===== config.mk =====
export PLATFORM = sky130hd
export DESIGN_NAME = clk_div_multi
export DESIGN_NICKNAME = d
export VERILOG_FILES = /design/src/rtl/clk_div_pkg.sv /design/src/rtl/clk_div_chan.sv /design/src/rtl/clk_div_multi.sv
export SDC_FILE = /design/constraint.sdc
export NUM_CORES = 1
export LEC_CHECK = 0
export CAP_MARGIN = 5
export CORE_ASPECT_RATIO = 0.6
export CORE_MARGIN = 5
export CORE_UTILIZATION = 50
export DETAILED_ROUTE_END_ITERATION = 10
export GPL_ROUTABILITY_DRIVEN = 0
export GPL_TIMING_DRIVEN = 1
export PLACE_DENSITY = 0.77
export SETUP_SLACK_MARGIN = 0.1
export SLEW_MARGIN = 10
export SYNTH_ARGS = -nofsm -noshare
export SYNTH_HDL_FRONTEND = slang
export SYNTH_SLANG_ARGS = --single-unit

===== constraint.sdc =====
create_clock -name clk50m -period 4.5 [get_ports clk50m]
set_clock_uncertainty 0.1 [all_clocks]
set_input_delay 1.35 -clock clk50m [delete_from_list [all_inputs] [get_ports clk50m]]
set_output_delay 1.35 -clock clk50m [all_outputs]
set_load 0.02 [all_outputs]

===== src/rtl/clk_div_pkg.sv =====
// Shared constants and parameter helpers for the multi-channel clock divider.
package clk_div_pkg;

  localparam int unsigned CLK_HZ_DEF = 50_000_000;
  localparam int unsigned CNT_W_DEF  = 26;

  // Half-period in source cycles for a 50 % duty output at out_hz.
  function automatic int unsigned hz_to_half(input int unsigned clk_hz,
                                             input int unsigned out_hz);
    return clk_hz / (2 * out_hz);
  endfunction

endpackage


===== src/rtl/clk_div_chan.sv =====
// One divider channel: half-period counter, output toggle, rise tick and a
// shadowed divide value that only takes effect at a full-period boundary.
module clk_div_chan
  import clk_div_pkg::*;
#(
  parameter int unsigned CNT_W    = CNT_W_DEF,
  parameter int unsigned DEF_HALF = 25_000_000
) (
  input  logic             clk50m,
  input  logic             rst_n,
  input  logic             en,
  input  logic             sync,
  input  logic             load,
  input  logic [CNT_W-1:0] load_val,
  output logic             clk_out,
  output logic             tick
);

  logic [CNT_W-1:0] r_cnt;
  logic [CNT_W-1:0] r_half;
  logic [CNT_W-1:0] r_shadow;
  logic             r_pend;
  logic             r_clk;
  logic             r_tick;

  logic [CNT_W-1:0] w_half_m1;
  logic             w_term;
  logic             w_apply;

  assign w_half_m1 = r_half - CNT_W'(1);
  assign w_term    = (r_cnt == w_half_m1);

  // A new ratio may only land where it cannot shorten a phase: while idle,
  // on a realignment, or on the falling edge that closes a full period.
  assign w_apply = r_pend && (sync || !en || (w_term && r_clk));

  always_ff @(posedge clk50m or negedge rst_n) begin
    if (!rst_n) begin
      r_cnt    <= '0;
      r_clk    <= 1'b0;
      r_tick   <= 1'b0;
      r_half   <= CNT_W'(DEF_HALF);
      r_shadow <= CNT_W'(DEF_HALF);
      r_pend   <= 1'b0;
    end else begin
      if (sync || !en) begin
        r_cnt  <= '0;
        r_clk  <= 1'b0;
        r_tick <= 1'b0;
      end else if (w_term) begin
        r_cnt  <= '0;
        r_clk  <= !r_clk;
        r_tick <= !r_clk;
      end else begin
        r_cnt  <= r_cnt + CNT_W'(1);
        r_tick <= 1'b0;
      end

      if (w_apply) begin
        r_half <= r_shadow;
        r_pend <= 1'b0;
      end

      // A load on the apply edge stays pending for the next boundary.
      if (load) begin
        r_shadow <= load_val;
        r_pend   <= 1'b1;
      end
    end
  end

  assign clk_out = r_clk;
  assign tick    = r_tick;

endmodule


===== src/rtl/clk_div_multi.sv =====
// N_CH-channel programmable clock-enable divider with load decode and error flag.
// Optional SYNC_ALIGN_EN adds sync_all to phase-align every channel at once.
module clk_div_multi
  import clk_div_pkg::*;
#(
  parameter int unsigned N_CH     = 4,
  parameter int unsigned CNT_W    = CNT_W_DEF,
  parameter int unsigned DEF_HALF = hz_to_half(CLK_HZ_DEF, 1)
) (
  input  logic             clk50m,
  input  logic             rst_n,
`ifdef SYNC_ALIGN_EN
  input  logic             sync_all,
`endif
  input  logic [N_CH-1:0]  en,
  input  logic             div_load,
  input  logic [3:0]       div_ch,
  input  logic [CNT_W-1:0] div_val,
  output logic [N_CH-1:0]  clk_out,
  output logic [N_CH-1:0]  tick,
  output logic             load_err
);

  logic            w_sync;
  logic            w_ch_ok;
  logic            w_load_ok;
  logic [N_CH-1:0] w_load;
  logic            r_load_err;

`ifdef SYNC_ALIGN_EN
  assign w_sync = sync_all;
`else
  assign w_sync = 1'b0;
`endif

  // Widened compare so N_CH=16 accepts every 4-bit index.
  assign w_ch_ok   = ({1'b0, div_ch} < 5'(N_CH));
  assign w_load_ok = div_load && w_ch_ok && (div_val != '0);

  always_ff @(posedge clk50m or negedge rst_n) begin
    if (!rst_n) begin
      r_load_err <= 1'b0;
    end else begin
      r_load_err <= div_load && !w_load_ok;
    end
  end

  assign load_err = r_load_err;

  for (genvar i = 0; i < N_CH; i++) begin : g_ch
    assign w_load[i] = w_load_ok && (div_ch == 4'(i));

    clk_div_chan #(
      .CNT_W    (CNT_W),
      .DEF_HALF (DEF_HALF)
    ) u_chan (
      .clk50m   (clk50m),
      .rst_n    (rst_n),
      .en       (en[i]),
      .sync     (w_sync),
      .load     (w_load[i]),
      .load_val (div_val),
      .clk_out  (clk_out[i]),
      .tick     (tick[i])
    );
  end

endmodule


# Word-level counts from Yosys, hierarchy flattened
# Cells that the tools add are included.
# W data, S select, Z words.
[totals]
register_bits = 325
latchBits = 0
mem_bits_rw = 0
rom_bits = 0
out_inout_bits = 9
mem_count = 0
[classes]
n_addsub = 8
n_mul = 0
n_div = 0
n_lt_le_gt_ge = 1
eq_ne = 11
shifts = 0
n_mux = 32
bitwise = 0
n_reduce_logical = 34
[ops]
columns = ["operator", "count"]
rows = [
  ["$mux W26", 8],
  ["$add A26 B1 Y26 const B", 4],
  ["$eq A26 B26 Y1", 4],
  ["$sub A26 B1 Y26 const B", 4],
  ["$reduce_bool A26 Y1", 1],
  ["$mux W1", 24],
  ["$logic_and A1 B1 Y1", 15],
  ["$logic_not A1 Y1", 9],
  ["$eq A4 B2 Y1 const B", 2],
  ["$ne A2 B1 Y1 const B", 4],
  ["$reduce_bool A2 Y1", 4],
  ["$eq A4 B1 Y1 const B", 1],
  ["$logic_not A4 Y1", 1],
  ["$logic_or A1 B1 Y1", 4],
  ["$lt A4 B3 Y1 const B", 1],
]

# Logic depth before layout (Yosys ltp)
# Gate-level depths: netlist (run 1).
[depth]
word_depth = 7
ltp_mapped = 13
depth_no_buf = 10

# Cells and area by module
# From an unflattened synthesis (run 1), not the netlist that was laid out.
[hier_totals]
hier_cells = 1603
hier_area_um2 = 18001.0
[modules_own_cells]
columns = ["mod", "instances", "cells_each", "area_each_um2", "seq_area_each_um2"]
rows = [
  ["clk_div_chan at g_ch[0].u_chan ...", 3, 394, 4436.8, 2057.0],
  ["clk_div_chan at g_ch[3].u_chan", 1, 399, 4494.3, 2057.0],
  ["clk_div_multi", 1, 22, 196.4, 25.0],
]

# Worst setup path before layout (run 1)
# Ideal clock, no wire load.
[synth_path]
path_type = "reg2reg"
start = "register g_ch[1].u_chan.r_half[0]"
end = "register g_ch[1].u_chan.r_half[10]"
arrival_time_ns = 3.405
t_required_ns = 4.275
setup_slack_ns = 0.870
path_stages_with_launch = 13
path_buffers = 4
path_cell_list = "dfrtp_1 buf_6 or4_4 buf_6 or4_1 buf_2 or2_0 a311oi_1 a211oi_2 and4b_4 a41oi_4 buf_12 mux2_4"
[synth_between]
elab_chain_len = 5
[synth_rtl]
columns = ["item", "line", "source"]
rows = [
  ["from (decl)", "clk_div_chan.sv:20", "logic [CNT_W-1:0] r_half;"],
  ["from (signal assigned)", "clk_div_chan.sv:42", "r_half <= CNT_W'(DEF_HALF);"],
  ["from (signal assigned)", "clk_div_chan.sv:60", "r_half <= r_shadow;"],
  ["$sub A26 B1 Y26", "clk_div_chan.sv:30", "assign w_half_m1 = r_half - CNT_W'(1);"],
  ["$eq A26 B26 Y1", "clk_div_chan.sv:31", "assign w_term = (r_cnt == w_half_m1);"],
  ["$logic_and A1 B1 Y1", "clk_div_chan.sv:35", "assign w_apply = r_pend && (sync || !en || (w_term && r_clk));"],
  ["$logic_or A1 B1 Y1", "clk_div_chan.sv:35", ""],
  ["$logic_and A1 B1 Y1", "clk_div_chan.sv:35", ""],
]
# Every way passes these cells.
# A chain may end at the register's enable or synchronous reset.

# Final worst setup path (run 1)
[layout_path]
start = "register g_ch[1].u_chan.r_half[0]"
end = "register g_ch[1].u_chan.r_half[1]"
# Same word-level chain as after synthesis.

==> flow_summary.toml, run 1 <==
[run_status]
status = "completed"

[cts]
clk_path_buf_depth = 3
tritoncts = "done"
cts-buffers-inserted = 29
post_cts_buffers = 0
clk_pin_slew_worst_paths_ns = 0.07
cts_max_level = 1
cts_resized = 0
cts_hold_buffers = 0
clk_latency_ns = 0.57
clock-sinks = 325
root_buffer = "clkbuf_16"

[critical_path]
crit_fanout = 26
rrSetupSlack_ns = 0.26
cpMaxStageDelayCell = "nor4_1"
r2r_cells = 11
crit_start = "g_ch[1].u_chan.r_half[0]$_DFFE_PN0P_"
cp.arrival_ns = 4.58
r2r_start = "g_ch[1].u_chan.r_half[0]$_DFFE_PN0P_"
path_class = "register to register"
cp.required_ns = 4.84
critPathCapture = "g_ch[1].u_chan.r_half[1]$_DFFE_PN0P_"
reg2reg_to = "g_ch[1].u_chan.r_half[1]$_DFFE_PN0P_"
worstSetupEndpointType = "register"
crit_path_start_kind = "register"
path_buf_inv = 2
critical_path.max_stage_delay_ns = 0.79
path_cells = "inv_1 -> ha_1 -> or3b_2 -> nor4_1 -> nor2_1 -> a311oi_1 -> a211oi_2 -> and4b_4 -> a41oi_4 -> buf_12 -> mux2_2"
crit_cells = 11
crit_family = "simple AND/OR/NAND/NOR gates"

[yosys]
synth_cells = 1618
async_flop_share_pct = 100.0
netlist_area_um2 = 17580
synth.area.top_cells = "dfrtp_1 (33%), dfstp_2 (14%), mux2_2 (11%), xnor2_1 (5.6%), xor2_1 (5.1%)"
ys_ff_latch = 325
synth_enable_flop_cells = 0
synthTopCellsByCount = "dfrtp_1 (229), nor2_1 (187), mux2_2 (179)"
synth_nets = 1663
synth_most_common_cell = "dfrtp_1"
avgSynthCellArea_um2 = 10.87
ys.warnings.count = 0
synth_cell_types = 91
synth_top_area_share_pct = 32.60
synth_seq_area_share_pct = 46.94
synth_ff_type = "dfrtp_1"
synth_top_area_cell = "dfrtp_1"

[route]
wl_mm = 42.87
dr.pass1.iters = 5
route.detailed.drc = 0
routed_via_density = 5.959
antenna_left = 0
num_vias = 12824
drt_iter0_markers = 1369
wl_per_cell_um = 19.92

[placed_design]
hpwl_mm = 31.42
place_inst = 2099
pre_cts_slack_ns = 0.2372
port-buffer-count = 45

[power_and_ir_drop]
power_mw = 10.32
ir_worst_vdd_mv = 0.3501
power_frac_comb_pct = 30.5
power.share.clock_pct = 25.3
p_int_mw = 6.730
p_leak_nw = 8.087
p_switching_mw = 3.593
p_seq_share_pct = 44.2
swShare_pct = 34.81
power_density_nw_per_um2 = 527.2

[finish]
drive_above_1_share_pct = 24.87
nFillCells = 2926
synthToLayoutAreaGrowth_pct = 11.38
antenna_cells = 0
fin_nets = 1708
finalNonFillerCells = 2152

[timing]
slew_viol_final = 0
fmax_ghz = 0.2358
rsz0062_at_grt = "false"
slew_headroom_pct = 30.05
period_share_pct = 94.22
tightest_slew_ns = 1.040
setup_slack_ns = 0.2599
fin_tns_setup_ns = 0
setup_viol = 0
final-hold-violation-count = 0
period_minus_slack_ns = 4.240

[floorplan]
num_io_pins = 46
num_rows = 53
fp.dieH_um = 155.2
die_area_um2 = 39130
initial_utilization_pct = 50.40
coreArea_um2 = 34880
die_w_um = 252.1

[grt]
track_usage_pct = 21.87
grt_pass1_vias = 12494
grt_pass1_wl_mm = 69.77
grt_antenna_before_repair = 2
grt_max_degree = 95
grt-ovfl-total = 0

[min_path]
hold_class = "register to register"

[flow_run]
maxCapViolCount = 0
## layout make-up
cell class                      count  area, um^2  area share [%]
Clock buffer                       40       828.3           4.230
Tap cell                          467       584.3           2.984
Timing Repair Buffer               88       828.3           4.230
Inverter                           31       116.4          0.5943
Sequential cell                   325        8253           42.15
Multi-Input combinational cell   1188        8811           45.00
Clock inverter                     13       160.2          0.8179
## worst register-to-register path, cell delays in order, from the launching register on
cell	delay (ns)
dfrtp_1	0.47
inv_1	0.09
ha_1	0.42
or3b_2	0.62
nor4_1	0.80
nor2_1	0.12
a311oi_1	0.32
a211oi_2	0.09
and4b_4	0.23
a41oi_4	0.24
buf_12	0.24
mux2_2	0.38
## sequential cells by signal, indices dropped and copies added (netlist names)
name	flops
load_err	1
g_ch.u_chan.tick	4
g_ch.u_chan.r_pend	4
g_ch.u_chan.clk_out	4
g_ch.u_chan.r_half	104
g_ch.u_chan.r_shadow	104
g_ch.u_chan.r_cnt	104
## cells in the final DEF, fill, tap and decap left out, types with 30 or more instances in the layout
master	n
xnor2_1	113
mux2_2	179
nand3_1	63
nor4_1	40
inv_1	31
nor3_1	50
dfstp_2	96
nor2_1	187
nand2_1	63
and3_1	33
dfrtp_1	229
xor2_1	103
clkbuf_16	30
buf_4	39
clkdlybuf4s50_1	44
## stage by stage
step | area, um^2 | utilization [%] | hold WS [ns]
6_report | 19580 | 56.14 | 0.3880
5_1_grt | 19580 | 56.14 | 0.4164
4_1_cts | 19580 | 56.14 | 0.3957
3_5_place_dp | 18590 | 53.30 | 0.3784
3_3_place_gp | 18590 | 53.30 | 0.3684
2_1_floorplan | 17580 | - | 0.3522
## cells by family (layout without fill, tap and decap cells)
family	Yosys count	count (layout)	share of synthesized area [%]
multiplexers	217	217	14.26
flip-flops	325	325	46.94
buffers and inverters	105	172	2.939
AND/OR/NAND/NOR	612	612	18.55
XOR/XNOR	216	216	10.76
adder cells (fa/ha/maj)	8	8	0.5694
AO/OA/AOI/OAI	135	135	5.971
## per-layer routing
layer | vias up | part of all wire (%) | GRT usage (%)
met5 | - | 0.31 | 2.112
met4 | 4 | 1.9 | 4.055
met3 | 67 | 9.5 | 6.216
met2 | 470 | 41 | 30.88
met1 | 6394 | 47 | 33.65
li1 | 5889 | - | -
## power groups by stage
stage,clock network [mW],logic (mW),registers [mW]
final,2.61,3.15,4.57
after global routing,2.79,3.45,4.67
after CTS,2.67,3.10,4.54
after detailed placement,0,3.06,4.59
after global placement,0,2.94,4.55
after floorplan,0,2.54,4.22
## worst min-delay path by stage
stage	startpoint	endpoint	slack, ns	depth (start not counted)
floorplan	g_ch[0].u_chan.r_shadow[5]$_DFFE_PN0P_	g_ch[0].u_chan.r_half[5]$_DFFE_PN0P_	0.35	1
global placement	g_ch[0].u_chan.r_shadow[8]$_DFFE_PN0P_	g_ch[0].u_chan.r_half[8]$_DFFE_PN0P_	0.37	1
detailed placement	g_ch[0].u_chan.r_shadow[8]$_DFFE_PN0P_	g_ch[0].u_chan.r_half[8]$_DFFE_PN0P_	0.38	1
CTS	g_ch[0].u_chan.r_shadow[8]$_DFFE_PN0P_	g_ch[0].u_chan.r_half[8]$_DFFE_PN0P_	0.40	1
global route	g_ch[0].u_chan.r_cnt[0]$_DFF_PN0_	g_ch[0].u_chan.r_cnt[0]$_DFF_PN0_	0.42	1
finish	g_ch[0].u_chan.r_shadow[8]$_DFFE_PN0P_	g_ch[0].u_chan.r_half[8]$_DFFE_PN0P_	0.39	1
No activity file was read; power rests on OpenSTA's default activity.
==> run 2: changes to the inputs <==
--- a/config.mk
+++ b/config.mk
@@ -6,13 +6,13 @@
 export NUM_CORES = 1
 export LEC_CHECK = 0
 export CAP_MARGIN = 5
-export CORE_ASPECT_RATIO = 0.6
+export CORE_ASPECT_RATIO = 0.8
 export CORE_MARGIN = 5
-export CORE_UTILIZATION = 50
+export CORE_UTILIZATION = 40
 export DETAILED_ROUTE_END_ITERATION = 10
 export GPL_ROUTABILITY_DRIVEN = 0
 export GPL_TIMING_DRIVEN = 1
-export PLACE_DENSITY = 0.77
+export PLACE_DENSITY = 0.66
 export SETUP_SLACK_MARGIN = 0.1
 export SLEW_MARGIN = 10
 export SYNTH_ARGS = -nofsm -noshare
==> run 2 against run 1 <==
Net effect:
- via count fell by 2.1%
- cell count increased by 4.9%
- worst hold slack improved by 0.0010 ns
- flip-flop and latch count stayed put
- setup slack improved by 0.13 ns
- register-to-register slack improved by 0.13 ns
- critical path depth is the same
- non-clock buffer count rose by 6
- combinational power about the same
- count of clock-buffer cells in the layout is 5 lower
- power is 4.2% higher
- critical path type unchanged
- critical endpoint is now g_ch[1].u_chan.r_half[0]$_DFFE_PN0P_
- largest cell class unchanged
==> flow_summary.toml, run 2 (synthesis gave the netlist of run 1 again) <==
[finish]
design_area_um2 = 19980
fin_nets = 1716
drive_above_1_share_pct = 25.72
reg_top3 = "g_ch.u_chan.r_cnt x104, g_ch.u_chan.r_half x104, g_ch.u_chan.r_shadow x104"
final_cell_mix = "dfrtp_1 (229), nor2_1 (187), mux2_2 (179)"
mostFrequentLayoutCell = "dfrtp_1"
synthToLayoutAreaGrowth_pct = 13.66

[cts]
clk_pin_slew_worst_paths_ns = 0.07
post_cts_buffers = 0
clk_latency_ns = 0.58
clock-sinks = 325
clk_path_buf_depth = 3
root_buffer = "clkbuf_16"
cts_max_level = 1
tritoncts = "done"
cts-buffers-inserted = 31

[timing]
slew_headroom_pct = 41.24
fmax_ghz = 0.2431
period_minus_slack_ns = 4.114
hold_slack_ns = 0.3890
fin_tns_setup_ns = 0
rsz0062_at_grt = "false"
setup_slack_ns = 0.3856
tightest_slew_ns = 0.8815
setup_viol = 0
slew_viol_final = 0
period_share_pct = 91.43
final-hold-violation-count = 0

[critical_path]
crit_start = "g_ch[1].u_chan.r_half[0]$_DFFE_PN0P_"
cpMaxStageDelayCell = "or3b_2"
reg2reg_to = "g_ch[1].u_chan.r_half[0]$_DFFE_PN0P_"
cp.required_ns = 4.86
r2r_start = "g_ch[1].u_chan.r_half[0]$_DFFE_PN0P_"
rrSetupSlack_ns = 0.39
path_buf_inv = 2
worstSetupEndpointType = "register"
r2r_cells = 11
crit_fanout = 26
path_class = "register to register"
cp.arrival_ns = 4.47
critPathCapture = "g_ch[1].u_chan.r_half[0]$_DFFE_PN0P_"
crit_family = "simple AND/OR/NAND/NOR gates"
critical_path.max_stage_delay_ns = 0.61
crit_path_start_kind = "register"
path_cells = "inv_1 -> ha_1 -> or3b_2 -> nor4_2 -> nor2_1 -> a311oi_1 -> a211oi_2 -> and4b_4 -> a41oi_4 -> buf_4 -> mux2_2"
crit_cells = 11

[route]
antenna_left = 0
dr_wl_met2_mm = 18.12
wl_met3_mm = 2.435
route.detailed.drc = 0
wl_per_cell_um = 18.31
drt_iter0_markers = 843
dr.max_layer_used = "met4"
dr.pass1.iters = 5
met1_length_mm = 20.04
wl_mm = 41.33
routed_via_density = 5.565
num_vias = 12561

[grt]
grt-ovfl-total = 0
grt_antenna_before_repair = 3
grt_pass1_wl_mm = 67.44
grt_max_degree = 109
grt_pass1_vias = 12425
track_usage_pct = 16.89

[run_status]
status = "completed"

[floorplan]
fp.dieH_um = 197.5
num_rows = 68
num_io_pins = 46
initial_utilization_pct = 40.60
die_area_um2 = 48270
die_w_um = 244.4
coreArea_um2 = 43310

[placed_design]
port-buffer-count = 45
pre_cts_slack_ns = 0.2950
dpl-instance-area_um2 = 18750
hpwl_mm = 29.94

[power_and_ir_drop]
power_density_nw_per_um2 = 538.3
power_mw = 10.76
ir_worst_vdd_mv = 0.3125
p_leak_nw = 8.221

[flow_run]
maxCapViolCount = 0

[min_path]
hold_class = "register to register"
run 2: metrics by stage:
stage,utilization [%],cells
floorplan,-,1618
global placement,43.31,2198
detailed placement,43.31,2198
CTS,46.12,2255
global route,46.13,2255
finish,46.14,2257
run 2: routing by layer:
| layer | up-vias | track usage [%] |
|---|---|---|
| met5 | - | 0 |
| met3 | 70 | 3.193 |
| li1 | 5896 | - |
| met4 | 0 | 3.029 |
| met2 | 317 | 26.13 |
| met1 | 6278 | 25.15 |
run 2: worst min-delay path by stage:
stage	start	to	slack [ns]	depth (start not counted)
after floorplan	g_ch[0].u_chan.r_shadow[5]$_DFFE_PN0P_	g_ch[0].u_chan.r_half[5]$_DFFE_PN0P_	0.35	1
after global placement	g_ch[0].u_chan.r_shadow[5]$_DFFE_PN0P_	g_ch[0].u_chan.r_half[5]$_DFFE_PN0P_	0.38	1
after detailed placement	g_ch[0].u_chan.r_shadow[5]$_DFFE_PN0P_	g_ch[0].u_chan.r_half[5]$_DFFE_PN0P_	0.38	1
after CTS	g_ch[0].u_chan.r_shadow[5]$_DFFE_PN0P_	g_ch[0].u_chan.r_half[5]$_DFFE_PN0P_	0.39	1
after global routing	g_ch[0].u_chan.r_shadow[5]$_DFFE_PN0P_	g_ch[0].u_chan.r_half[5]$_DFFE_PN0P_	0.41	1
final	g_ch[0].u_chan.r_shadow[5]$_DFFE_PN0P_	g_ch[0].u_chan.r_half[5]$_DFFE_PN0P_	0.39	1
run 2: layout make-up:
class	count	area [um^2]
sequential	325	8253
timing repair buffer	94	873.3
inverter	31	116.4
multi-input combinational	1188	8817
antenna	2	5.005
clock buffer	35	820.8
tap	560	700.7
fill	3921	23320
clock inverter	22	396.6
run 2: repair_timing:
| action | 4_1_cts | 5_1_grt |
|---|---|---|
| endpoints found under the setup margin | 0 | 14 |
| hold buffers | 0 | 0 |
| resized for setup | 0 | 1 |
run 2: report_power, final:
group          switching, mW  internal [mW]
Combinational           1.60           1.52
Clock                   1.17           1.94
Sequential             0.777           3.75
Total                   3.55           7.21
==> run 3: changes to the inputs <==
--- a/config.mk
+++ b/config.mk
@@ -13,6 +13,7 @@
 export GPL_ROUTABILITY_DRIVEN = 0
 export GPL_TIMING_DRIVEN = 1
 export PLACE_DENSITY = 0.66
+export REMOVE_ABC_BUFFERS = 1
 export SETUP_SLACK_MARGIN = 0.1
 export SLEW_MARGIN = 10
 export SYNTH_ARGS = -nofsm -noshare
==> run 3 against run 2 <==
Net effect:
- via count up 0.91%
- sequential share of layout area is 0.27 points higher
- cell count about the same
- wire length is 1.4% higher
- flip-flop and latch count did not move
- fmax decreased by 2.3%
- worst hold slack better by 0.0055 ns
- critical endpoint is now g_ch[1].u_chan.r_half[1]$_DFFE_PN0P_
- clock power fell by 9.0%
- highest routed layer unchanged
==> flow_summary.toml, run 3 (synthesis gave the netlist of run 1 again) <==
[finish]
drive_above_1_share_pct = 25.22
final_cell_mix = "dfrtp_1 (229), nor2_1 (187), mux2_2 (179)"
nFillCells = 3959
mostFrequentLayoutCell = "dfrtp_1"
reg_top3 = "g_ch.u_chan.r_cnt x104, g_ch.u_chan.r_half x104, g_ch.u_chan.r_shadow x104"
synthToLayoutAreaGrowth_pct = 12.92
fin_nets = 1714

[grt]
grt_pass1_vias = 12607
grt-ovfl-total = 0
grt_pass1_wl_mm = 68.54
grt_max_degree = 110
grt_antenna_before_repair = 7
track_usage_pct = 17.16

[min_path]
worstHoldEndpoint = "g_ch[0].u_chan.r_half[5]$_DFFE_PN0P_"
min_path_cells = 1
hold_class = "register to register"
hold_path.startpoint = "g_ch[0].u_chan.r_shadow[5]$_DFFE_PN0P_"

[cts]
root_buffer = "clkbuf_16"
clk_path_buf_depth = 3
cts_hold_buffers = 0
cts_resized = 0
cts_max_level = 1
clk_pin_slew_worst_paths_ns = 0.06
clock-sinks = 325
tritoncts = "done"
clk_latency_ns = 0.57
cts-buffers-inserted = 31
post_cts_buffers = 0

[timing]
rsz0062_at_grt = "false"
setup_viol = 0
tightest_slew_ns = 0.8014
period_share_pct = 93.57
period_minus_slack_ns = 4.211
setup_slack_ns = 0.2895
hold_slack_ns = 0.3945
fin_tns_setup_ns = 0
slew_headroom_pct = 46.08
fmax_ghz = 0.2375
final-hold-violation-count = 0
slew_viol_final = 0

[route]
antenna_left = 0
route.detailed.drc = 0
dr.pass1.iters = 8
drt_iter0_markers = 970
wl_per_cell_um = 18.59
routed_via_density = 5.621
wl_mm = 41.92
num_vias = 12675

[floorplan]
fp.dieH_um = 197.5
num_io_pins = 46
initial_utilization_pct = 40.60
num_rows = 68
coreArea_um2 = 43310
die_area_um2 = 48270
die_w_um = 244.4

[run_status]
status = "completed"

[critical_path]
crit_path_start_kind = "register"
worstSetupEndpointType = "register"
crit_fanout = 26
r2r_cells = 11
cp.arrival_ns = 4.57
reg2reg_to = "g_ch[1].u_chan.r_half[1]$_DFFE_PN0P_"
rrSetupSlack_ns = 0.29
path_class = "register to register"
r2r_start = "g_ch[1].u_chan.r_half[0]$_DFFE_PN0P_"
cp.required_ns = 4.86

[power_and_ir_drop]
p_leak_nw = 8.165
power_mw = 10.48
power_density_nw_per_um2 = 528.1
ir_worst_vdd_mv = 0.2954

[placed_design]
hpwl_mm = 30.34
pre_cts_slack_ns = 0.2718
port-buffer-count = 45

[flow_run]
maxCapViolCount = 0
==> run 3: worst max-delay path by stage <==
stage | from | endpoint | slack [ns] | cells past startpoint
2_1_floorplan | g_ch[1].u_chan.r_half[7]$_DFFE_PN0P_ | g_ch[1].u_chan.r_half[0]$_DFFE_PN0P_ | 0.55 | 8
3_3_place_gp | div_val[24] | g_ch[3].u_chan.r_shadow[25]$_DFFE_PN0P_ | 0.28 | 8
3_5_place_dp | div_val[13] | g_ch[3].u_chan.r_shadow[23]$_DFFE_PN0P_ | 0.27 | 8
4_1_cts | g_ch[1].u_chan.r_half[0]$_DFFE_PN0P_ | g_ch[1].u_chan.r_half[1]$_DFFE_PN0P_ | 0.35 | 11
5_1_grt | g_ch[1].u_chan.r_half[0]$_DFFE_PN0P_ | g_ch[1].u_chan.r_half[1]$_DFFE_PN0P_ | 0.12 | 11
6_report | g_ch[1].u_chan.r_half[0]$_DFFE_PN0P_ | g_ch[1].u_chan.r_half[1]$_DFFE_PN0P_ | 0.29 | 11
==> run 3: worst max-delay path, stage by stage (launching register included) <==
cell,delay [ns]
dfrtp_1,0.47
inv_1,0.09
ha_1,0.36
or3b_2,0.60
nor4_1,0.66
nor2_1,0.12
a311oi_1,0.34
a211oi_2,0.10
and4b_4,0.22
a41oi_4,0.19
buf_4,0.43
mux2_2,0.39
==> run 3: cell type report <==
type | count | area (um^2) | share of cell area [%]
sequential | 325 | 8253 | 41.57
multi-input combinational | 1188 | 8811 | 44.38
inverter | 31 | 116.4 | 0.5862
tap | 560 | 700.7 | 3.530
clock buffer | 46 | 923.4 | 4.651
timing repair buffer | 92 | 858.3 | 4.324
clock inverter | 11 | 183.9 | 0.9265
antenna | 2 | 5.005 | 0.02521
==> run 3: routing by layer <==
metal / global-route usage [%] / part of all wire [%]
met3: 2.936 / 6.0
met2: 26.49 / 44
met4: 3.614 / 2.2
met5: 0 / 0
met1: 25.56 / 48
==> run 3: per-stage QoR <==
step           std cells  cell area (um^2)  utilization, %
2_1_floorplan       1544             17180               -
3_5_place_dp        2196             18740           43.27
6_report            2255             19850           45.84
4_1_cts             2253             19850           45.83
5_1_grt             2253             19850           45.83
3_3_place_gp        2196             18740           43.27
==> run 3: report_power, final <==
part           total [mW]  switching, mW  internal (mW)
registers            4.53          0.782           3.75
logic                3.12           1.61           1.51
clock network        2.83           1.13           1.70
